## src/rtl/uart_byte_receiver.sv

```systemverilog
// 8N1 UART receiver: 2-flop synchronized input, mid-bit sampling, one-cycle valid/frame_err pulses.
// A stop-bit error forces a full idle bit period on the line before the next start bit is accepted.
module uart_byte_receiver #(
    parameter int CLKS_PER_BIT = 434
) (
    input  logic       clk,
    input  logic       reset,
    input  logic       rx_i,
    output logic [7:0] data,
    output logic       valid,
    output logic       frame_err,
    output logic       busy
);

    // state     | meaning
    // WAIT_IDLE | need CLKS_PER_BIT consecutive high samples before trusting the line
    // IDLE      | line idle, waiting for a falling edge
    // START     | counting to mid start bit to confirm it
    // DATA      | sampling 8 data bits at mid-bit
    // STOP      | sampling the stop bit
    localparam logic [2:0] WAIT_IDLE = 3'd0;
    localparam logic [2:0] IDLE      = 3'd1;
    localparam logic [2:0] START     = 3'd2;
    localparam logic [2:0] DATA      = 3'd3;
    localparam logic [2:0] STOP      = 3'd4;

    localparam int CNT_W = $clog2(CLKS_PER_BIT);
    localparam logic [CNT_W-1:0] CNT_LAST = CNT_W'(CLKS_PER_BIT - 1);
    localparam logic [CNT_W-1:0] CNT_HALF = CNT_W'(CLKS_PER_BIT / 2 - 1);

    logic             rx_meta_q, rx_meta_d;
    logic             rx_s_q, rx_s_d;
    logic [2:0]       state_q, state_d;
    logic [CNT_W-1:0] cnt_q, cnt_d;
    logic [2:0]       bit_idx_q, bit_idx_d;
    logic [7:0]       shift_q, shift_d;
    logic [7:0]       data_q, data_d;
    logic             valid_q, valid_d;
    logic             frame_err_q, frame_err_d;
    logic             busy_q, busy_d;

    always_comb begin
        rx_meta_d   = rx_i;
        rx_s_d      = rx_meta_q;
        state_d     = state_q;
        cnt_d       = cnt_q + 1'b1;
        bit_idx_d   = bit_idx_q;
        shift_d     = shift_q;
        data_d      = data_q;
        valid_d     = 1'b0;
        frame_err_d = 1'b0;

        case (state_q)
            WAIT_IDLE: begin
                if (!rx_s_q) begin
                    cnt_d = '0;
                end else if (cnt_q == CNT_LAST) begin
                    cnt_d   = '0;
                    state_d = IDLE;
                end
            end
            IDLE: begin
                cnt_d = '0;
                if (!rx_s_q) begin
                    state_d = START;
                end
            end
            START: begin
                if (cnt_q == CNT_HALF) begin
                    cnt_d     = '0;
                    bit_idx_d = 3'd0;
                    state_d   = rx_s_q ? IDLE : DATA;
                end
            end
            DATA: begin
                if (cnt_q == CNT_LAST) begin
                    cnt_d     = '0;
                    shift_d   = {rx_s_q, shift_q[7:1]};
                    bit_idx_d = bit_idx_q + 3'd1;
                    if (bit_idx_q == 3'd7) begin
                        state_d = STOP;
                    end
                end
            end
            STOP: begin
                // Leaving at mid stop bit lets a back-to-back start bit be caught.
                if (cnt_q == CNT_LAST) begin
                    cnt_d = '0;
                    if (rx_s_q) begin
                        data_d  = shift_q;
                        valid_d = 1'b1;
                        state_d = IDLE;
                    end else begin
                        frame_err_d = 1'b1;
                        state_d     = WAIT_IDLE;
                    end
                end
            end
            default: begin
                cnt_d   = '0;
                state_d = WAIT_IDLE;
            end
        endcase

        busy_d = (state_d == START) || (state_d == DATA) || (state_d == STOP);
    end

    always_ff @(posedge clk) begin
        if (reset) begin
            rx_meta_q   <= 1'b1;
            rx_s_q      <= 1'b1;
            state_q     <= WAIT_IDLE;
            cnt_q       <= '0;
            bit_idx_q   <= 3'd0;
            shift_q     <= 8'h00;
            data_q      <= 8'h00;
            valid_q     <= 1'b0;
            frame_err_q <= 1'b0;
            busy_q      <= 1'b0;
        end else begin
            rx_meta_q   <= rx_meta_d;
            rx_s_q      <= rx_s_d;
            state_q     <= state_d;
            cnt_q       <= cnt_d;
            bit_idx_q   <= bit_idx_d;
            shift_q     <= shift_d;
            data_q      <= data_d;
            valid_q     <= valid_d;
            frame_err_q <= frame_err_d;
            busy_q      <= busy_d;
        end
    end

    assign data      = data_q;
    assign valid     = valid_q;
    assign frame_err = frame_err_q;
    assign busy      = busy_q;

endmodule

```

## config.mk

```make
export PLATFORM = sky130hd
export DESIGN_NAME = uart_byte_receiver
export DESIGN_NICKNAME = d
export VERILOG_FILES = /design/src/rtl/uart_byte_receiver.sv
export SDC_FILE = /design/constraint.sdc
export NUM_CORES = 1
export LEC_CHECK = 0
export ABC_AREA = 1
export BUFFER_PORTS_ARGS = -buffer_cell sky130_fd_sc_hd__buf_2
export CORE_UTILIZATION = 28
export DETAILED_ROUTE_END_ITERATION = 8
export GPL_TIMING_DRIVEN = 0
export HOLD_SLACK_MARGIN = 0.03
export PLACE_DENSITY = 0.53
export SLEW_MARGIN = 5
export SYNTH_ARGS = -nofsm -noshare
export SYNTH_HDL_FRONTEND = slang
export SYNTH_SLANG_ARGS = --single-unit
export TNS_END_PERCENT = 100
```

## constraint.sdc

```tcl
create_clock -name clk -period 1.6 [get_ports clk]
set_input_delay 0.24 -clock clk [delete_from_list [all_inputs] [get_ports clk]]
set_output_delay 0.24 -clock clk [all_outputs]
set_load 0.05 [all_outputs]
```

==> metrics.txt <==
# TYPE chip_impl_metric gauge
chip_impl_info{name="startpoint_type",value="flop"} 1
chip_impl_info{name="crit_start",value="cnt_q[0]$_SDFF_PP0_"} 1
chip_impl_metric{name="worst_ep_arrival_time",unit="ns"} 1.68
chip_impl_metric{name="worstSkewPairLatency",unit="ns"} 0.29
chip_impl_info{name="post-synth-top-area-cell",value="sky130_fd_sc_hd__dfxtp_1"} 1
chip_impl_metric{name="pwr_density_cell",unit="mW/mm²"} 878
chip_impl_metric{name="comb_power_share",unit=""} 0.037
chip_impl_metric{name="vdd_ir_drop_max",unit="V"} 0.000374
chip_impl_metric{name="finalCritPeriodShare",unit=""} 0.936
chip_impl_metric{name="fmax",unit="MHz"} 668
chip_impl_metric{name="dp_cells",unit=""} 297
chip_impl_metric{name="finalSetupTns",unit="ns"} 0
chip_impl_info{name="outcome",value="finished with violations"} 1
chip_impl_metric{name="power.total",unit="mW"} 1.65
chip_impl_metric{name="p_sw_frac",unit=""} 0.225
chip_impl_metric{name="hpwl",unit="µm"} 2150
chip_impl_metric{name="power_frac_clock",unit=""} 0.409
chip_impl_info{name="tritoncts_clock_tree",value="done"} 1
chip_impl_metric{name="max-slew-margin-rel",unit=""} 0.677
chip_impl_metric{name="whs_path_depth",unit=""} 2
chip_impl_metric{name="wl_per_cell",unit="µm"} 9.97
chip_impl_metric{name="critPathMaxFanout",unit=""} 10
chip_impl_info{name="hold_path_end",value="rx_meta_q$_SDFF_PP1_"} 1
chip_impl_metric{name="finalWirelength",unit="µm"} 3040
chip_impl_metric{name="share_seq_of_total_power",unit=""} 0.554
chip_impl_info{name="violations_in_the_final_reports",value="DRC"} 1
chip_impl_metric{name="remaining_drc_errors",unit=""} 2
chip_impl_metric{name="cell_internal_pwr",unit="mW"} 1.28
chip_impl_metric{name="finalCriticalPeriod",unit="ns"} 1.50
chip_impl_metric{name="io-pin-count",unit=""} 14
chip_impl_metric{name="post-route-util",unit=""} 0.341
chip_impl_metric{name="required",unit="ns"} 1.78
chip_impl_metric{name="whs",unit="ns"} 0.136
chip_impl_metric{name="timing.reg2reg.setup_slack",unit="ns"} 0.10
chip_impl_metric{name="cts_made_buffers",unit=""} 5
chip_impl_metric{name="numClockSinks",unit=""} 36
chip_impl_metric{name="port_buffers",unit=""} 13
chip_impl_info{name="worstSetupPathType",value="flop to flop"} 1
chip_impl_info{name="grt-busiest-layer",value="met2"} 1
chip_impl_info{name="cp-end-kind",value="flop"} 1
chip_impl_metric{name="clk_pin_slew_worst_paths",unit="ns"} 0.07
chip_impl_metric{name="htreeDepth",unit=""} 2
chip_impl_metric{name="grt_first_pass_wirelength",unit="µm"} 5300
chip_impl_metric{name="timing_worst_slew_pin_value",unit="ns"} 0.484
chip_impl_metric{name="finalHoldViolCount",unit=""} 0
chip_impl_metric{name="fraction_of_the_yosys_area_taken_by_sequential_cells",unit=""} 0.451
chip_impl_metric{name="cts_max_path_buffers",unit=""} 2
chip_impl_info{name="reg2reg_from",value="cnt_q[0]$_SDFF_PP0_"} 1
chip_impl_metric{name="areaGrowthSynthToFinish",unit="%"} 17.5
chip_impl_metric{name="effective_utilization_at_floorplan",unit=""} 0.290
chip_impl_metric{name="synth_nets",unit=""} 220
chip_impl_metric{name="timing.clock.skew",unit="ns"} 0.00778
chip_impl_metric{name="grt_usage",unit=""} 0.110
chip_impl_info{name="min-delay-path-class",value="primary input to flop"} 1
chip_impl_metric{name="drtPass1Iterations",unit=""} 6
chip_impl_metric{name="nets",unit=""} 240
chip_impl_metric{name="die_height",unit="µm"} 77.5
chip_impl_metric{name="final_count_of_negative_setup_slack_endpoints",unit=""} 0
chip_impl_metric{name="floorplan.die.width",unit="µm"} 77.5
chip_impl_metric{name="grt.met2_usage",unit=""} 0.171
chip_impl_info{name="cts.root.buffer_cell",value="sky130_fd_sc_hd__clkbuf_8"} 1
chip_impl_info{name="hold_path.startpoint",value="rx_i"} 1
chip_impl_metric{name="detailedRoute.firstIterationViolations",unit=""} 69
chip_impl_metric{name="groute.layer.met3.usage",unit=""} 0.0247
chip_impl_metric{name="timing_max_transition_violations_final",unit=""} 0
chip_impl_info{name="worst_r2r_endpoint",value="bit_idx_q[1]$_SDFFE_PP0P_"} 1
chip_impl_metric{name="drive_gt1_frac",unit=""} 0.163
chip_impl_metric{name="avgSynthCellArea",unit="µm²"} 7.53
chip_impl_metric{name="die_area",unit="mm²"} 0.00601
chip_impl_metric{name="syn-cell-area",unit="mm²"} 0.00160
chip_impl_metric{name="instances_no_fill",unit=""} 305
chip_impl_metric{name="route.vias.total",unit=""} 1314
chip_impl_metric{name="globalRouteOverflowTotal",unit=""} 0
chip_impl_metric{name="globalplace.congestion",unit=""} 0.847
chip_impl_metric{name="first_global_vias",unit=""} 1209
chip_impl_metric{name="synthDominantCellAreaShare",unit=""} 0.451
chip_impl_info{name="synthTopCellsByArea",value="sky130_fd_sc_hd__dfxtp_1 45%, sky130_fd_sc_hd__nor2_1 9.6%, sky130_fd_sc_hd__nand2_1 6.8%, sky130_fd_sc_hd__inv_1 6.1%, sky130_fd_sc_hd__nand3_1 4.1%"} 1
chip_impl_metric{name="worst-r2r-cell-count",unit=""} 7
chip_impl_metric{name="power_leakage",unit="nW"} 0.843
chip_impl_metric{name="cap_viol_max_count",unit=""} 0
chip_impl_metric{name="core_region_area",unit="mm²"} 0.00551
chip_impl_metric{name="number_of_antenna_violations_at_the_first_check_in_global_routing",unit=""} 0
chip_impl_metric{name="n_antenna_cell",unit=""} 0
chip_impl_metric{name="switchingPower",unit="mW"} 0.370
chip_impl_metric{name="drtAntennaViolNets",unit=""} 0
chip_impl_metric{name="cts_hold_repair.buffers",unit=""} 0
chip_impl_metric{name="yosysWarningCount",unit=""} 0
chip_impl_metric{name="post_drt_via_cell_ratio",unit=""} 4.31
chip_impl_metric{name="synth_cell_types",unit=""} 25
chip_impl_metric{name="cell_count_after_synthesis",unit=""} 212
chip_impl_metric{name="grt_start_max_net_pins",unit=""} 12
chip_impl_metric{name="ys_ff_latch",unit=""} 36
chip_impl_metric{name="fp-row-count",unit=""} 27
chip_impl_metric{name="grtUsageMet1",unit=""} 0.141
## timing repair
item / 4_1_cts / 5_1_grt
setup endpoints to repair: 0 / 27
hold endpoints to repair: 0 / 0
setup buffers: 0 / 0
resized for setup: 0 / 8
## layout make-up
cell class	instances	area (µm²)
flip-flops and latches	36	721
repair buffers	13	65.1
inverters	29	111
clock buffers	7	86.3
clock inverters	1	7.51
plain buffers	4	22.5
fillers	581	3630
multi-input cells	143	772
well taps	72	90.1
## per-stage QoR
step                      setup WS [ns]  cell area (µm²)
after floorplan                   0.206             1600
after global placement           0.0600             1750
after detailed placement         0.0318             1750
after CTS                        0.0217             1850
after global routing           -0.00501             1880
final                             0.102             1880
## per-layer routing
layer  vias to the layer above  share of wire
met4                         0          0.022
met3                         6          0.033
met5                         -              0
met2                        22           0.42
met1                       579           0.52
li1                        707              -
## worst max path at each step
stage | endpoint | slack (ns)
5_1_grt | shift_q[5]$_SDFFE_PP0P_ | -0.005
2_1_floorplan | bit_idx_q[1]$_SDFFE_PP0P_ | 0.21
3_3_place_gp | bit_idx_q[2]$_SDFFE_PP0P_ | 0.06
6_report | bit_idx_q[1]$_SDFFE_PP0P_ | 0.10
4_1_cts | bit_idx_q[1]$_SDFFE_PP0P_ | 0.02
3_5_place_dp | bit_idx_q[1]$_SDFFE_PP0P_ | 0.03
## placed cells by master, fill, tap and decap left out, types with 3 or more instances in the layout
master / Yosys / routed
sky130_fd_sc_hd__buf_2: 0 / 13
sky130_fd_sc_hd__clkbuf_1: 3 / 4
sky130_fd_sc_hd__clkbuf_8: 0 / 6
sky130_fd_sc_hd__inv_1: 26 / 26
sky130_fd_sc_hd__nand2_1: 29 / 27
sky130_fd_sc_hd__nor2_1: 41 / 40
sky130_fd_sc_hd__nand3_1: 13 / 12
sky130_fd_sc_hd__nand3b_1: 3 / 3
sky130_fd_sc_hd__a21oi_1: 12 / 12
sky130_fd_sc_hd__o21ai_0: 6 / 6
sky130_fd_sc_hd__o21ai_1: 12 / 12
sky130_fd_sc_hd__xor2_1: 5 / 5
sky130_fd_sc_hd__ha_1: 5 / 4
sky130_fd_sc_hd__nand2_2: 1 / 3
sky130_fd_sc_hd__dfxtp_1: 36 / 36
## logic make-up after synthesis
kind of cell,after synthesis,synth area share
AO/OA/AOI/OAI,32,0.103
XOR/XNOR,7,0.0384
adder cells (fa/ha/maj),5,0.0392
buffers and inverters,33,0.0823
flip-flops,36,0.451
AND/OR/NAND/NOR,99,0.285
## critical path, stage by stage (launching register included)
cell and delay [ns]:
sky130_fd_sc_hd__dfxtp_1 0.41, sky130_fd_sc_hd__ha_2 0.24, sky130_fd_sc_hd__nand3_2 0.13, sky130_fd_sc_hd__nor2_8 0.19, sky130_fd_sc_hd__nand2_4 0.08, sky130_fd_sc_hd__buf_6 0.15
sky130_fd_sc_hd__a22oi_1 0.14, sky130_fd_sc_hd__nor2_1 0.06
## synthesized netlist by cell type
cell / count
sky130_fd_sc_hd__a21oi_1: 12
sky130_fd_sc_hd__a22oi_1: 2
sky130_fd_sc_hd__buf_6: 1
sky130_fd_sc_hd__clkbuf_1: 3
sky130_fd_sc_hd__dfxtp_1: 36
sky130_fd_sc_hd__ha_1: 5
sky130_fd_sc_hd__inv_1: 26
sky130_fd_sc_hd__inv_2: 3
sky130_fd_sc_hd__nand2_1: 29
sky130_fd_sc_hd__nand2_2: 1
sky130_fd_sc_hd__nand2_4: 1
sky130_fd_sc_hd__nand3_1: 13
sky130_fd_sc_hd__nand3_2: 2
sky130_fd_sc_hd__nand3b_1: 3
sky130_fd_sc_hd__nand4_1: 1
sky130_fd_sc_hd__nor2_1: 41
sky130_fd_sc_hd__nor2_2: 2
sky130_fd_sc_hd__nor2_8: 1
sky130_fd_sc_hd__nor3_1: 2
sky130_fd_sc_hd__nor4_1: 1
sky130_fd_sc_hd__o21ai_0: 6
sky130_fd_sc_hd__o21ai_1: 12
sky130_fd_sc_hd__or2_2: 2
sky130_fd_sc_hd__xnor2_1: 2
sky130_fd_sc_hd__xor2_1: 5
## power groups by stage
stage          registers [mW]  logic, mW  clock network, mW
2_1_floorplan           0.930     0.0420                  0
3_3_place_gp            0.932     0.0585                  0
3_5_place_dp            0.932     0.0594                  0
4_1_cts                 0.911     0.0591              0.699
5_1_grt                 0.912     0.0717              0.735
6_report                0.911     0.0609              0.674
## flip-flops by register name, indices dropped and copies added (netlist names)
| name | flops |
|---|---|
| state_q | 3 |
| shift_q | 8 |
| valid | 1 |
| cnt_q | 9 |
| busy | 1 |
| rx_meta_q | 1 |
| rx_s_q | 1 |
| frame_err | 1 |
| bit_idx_q | 3 |
| data | 8 |
(Power assumes the default switching activity.)
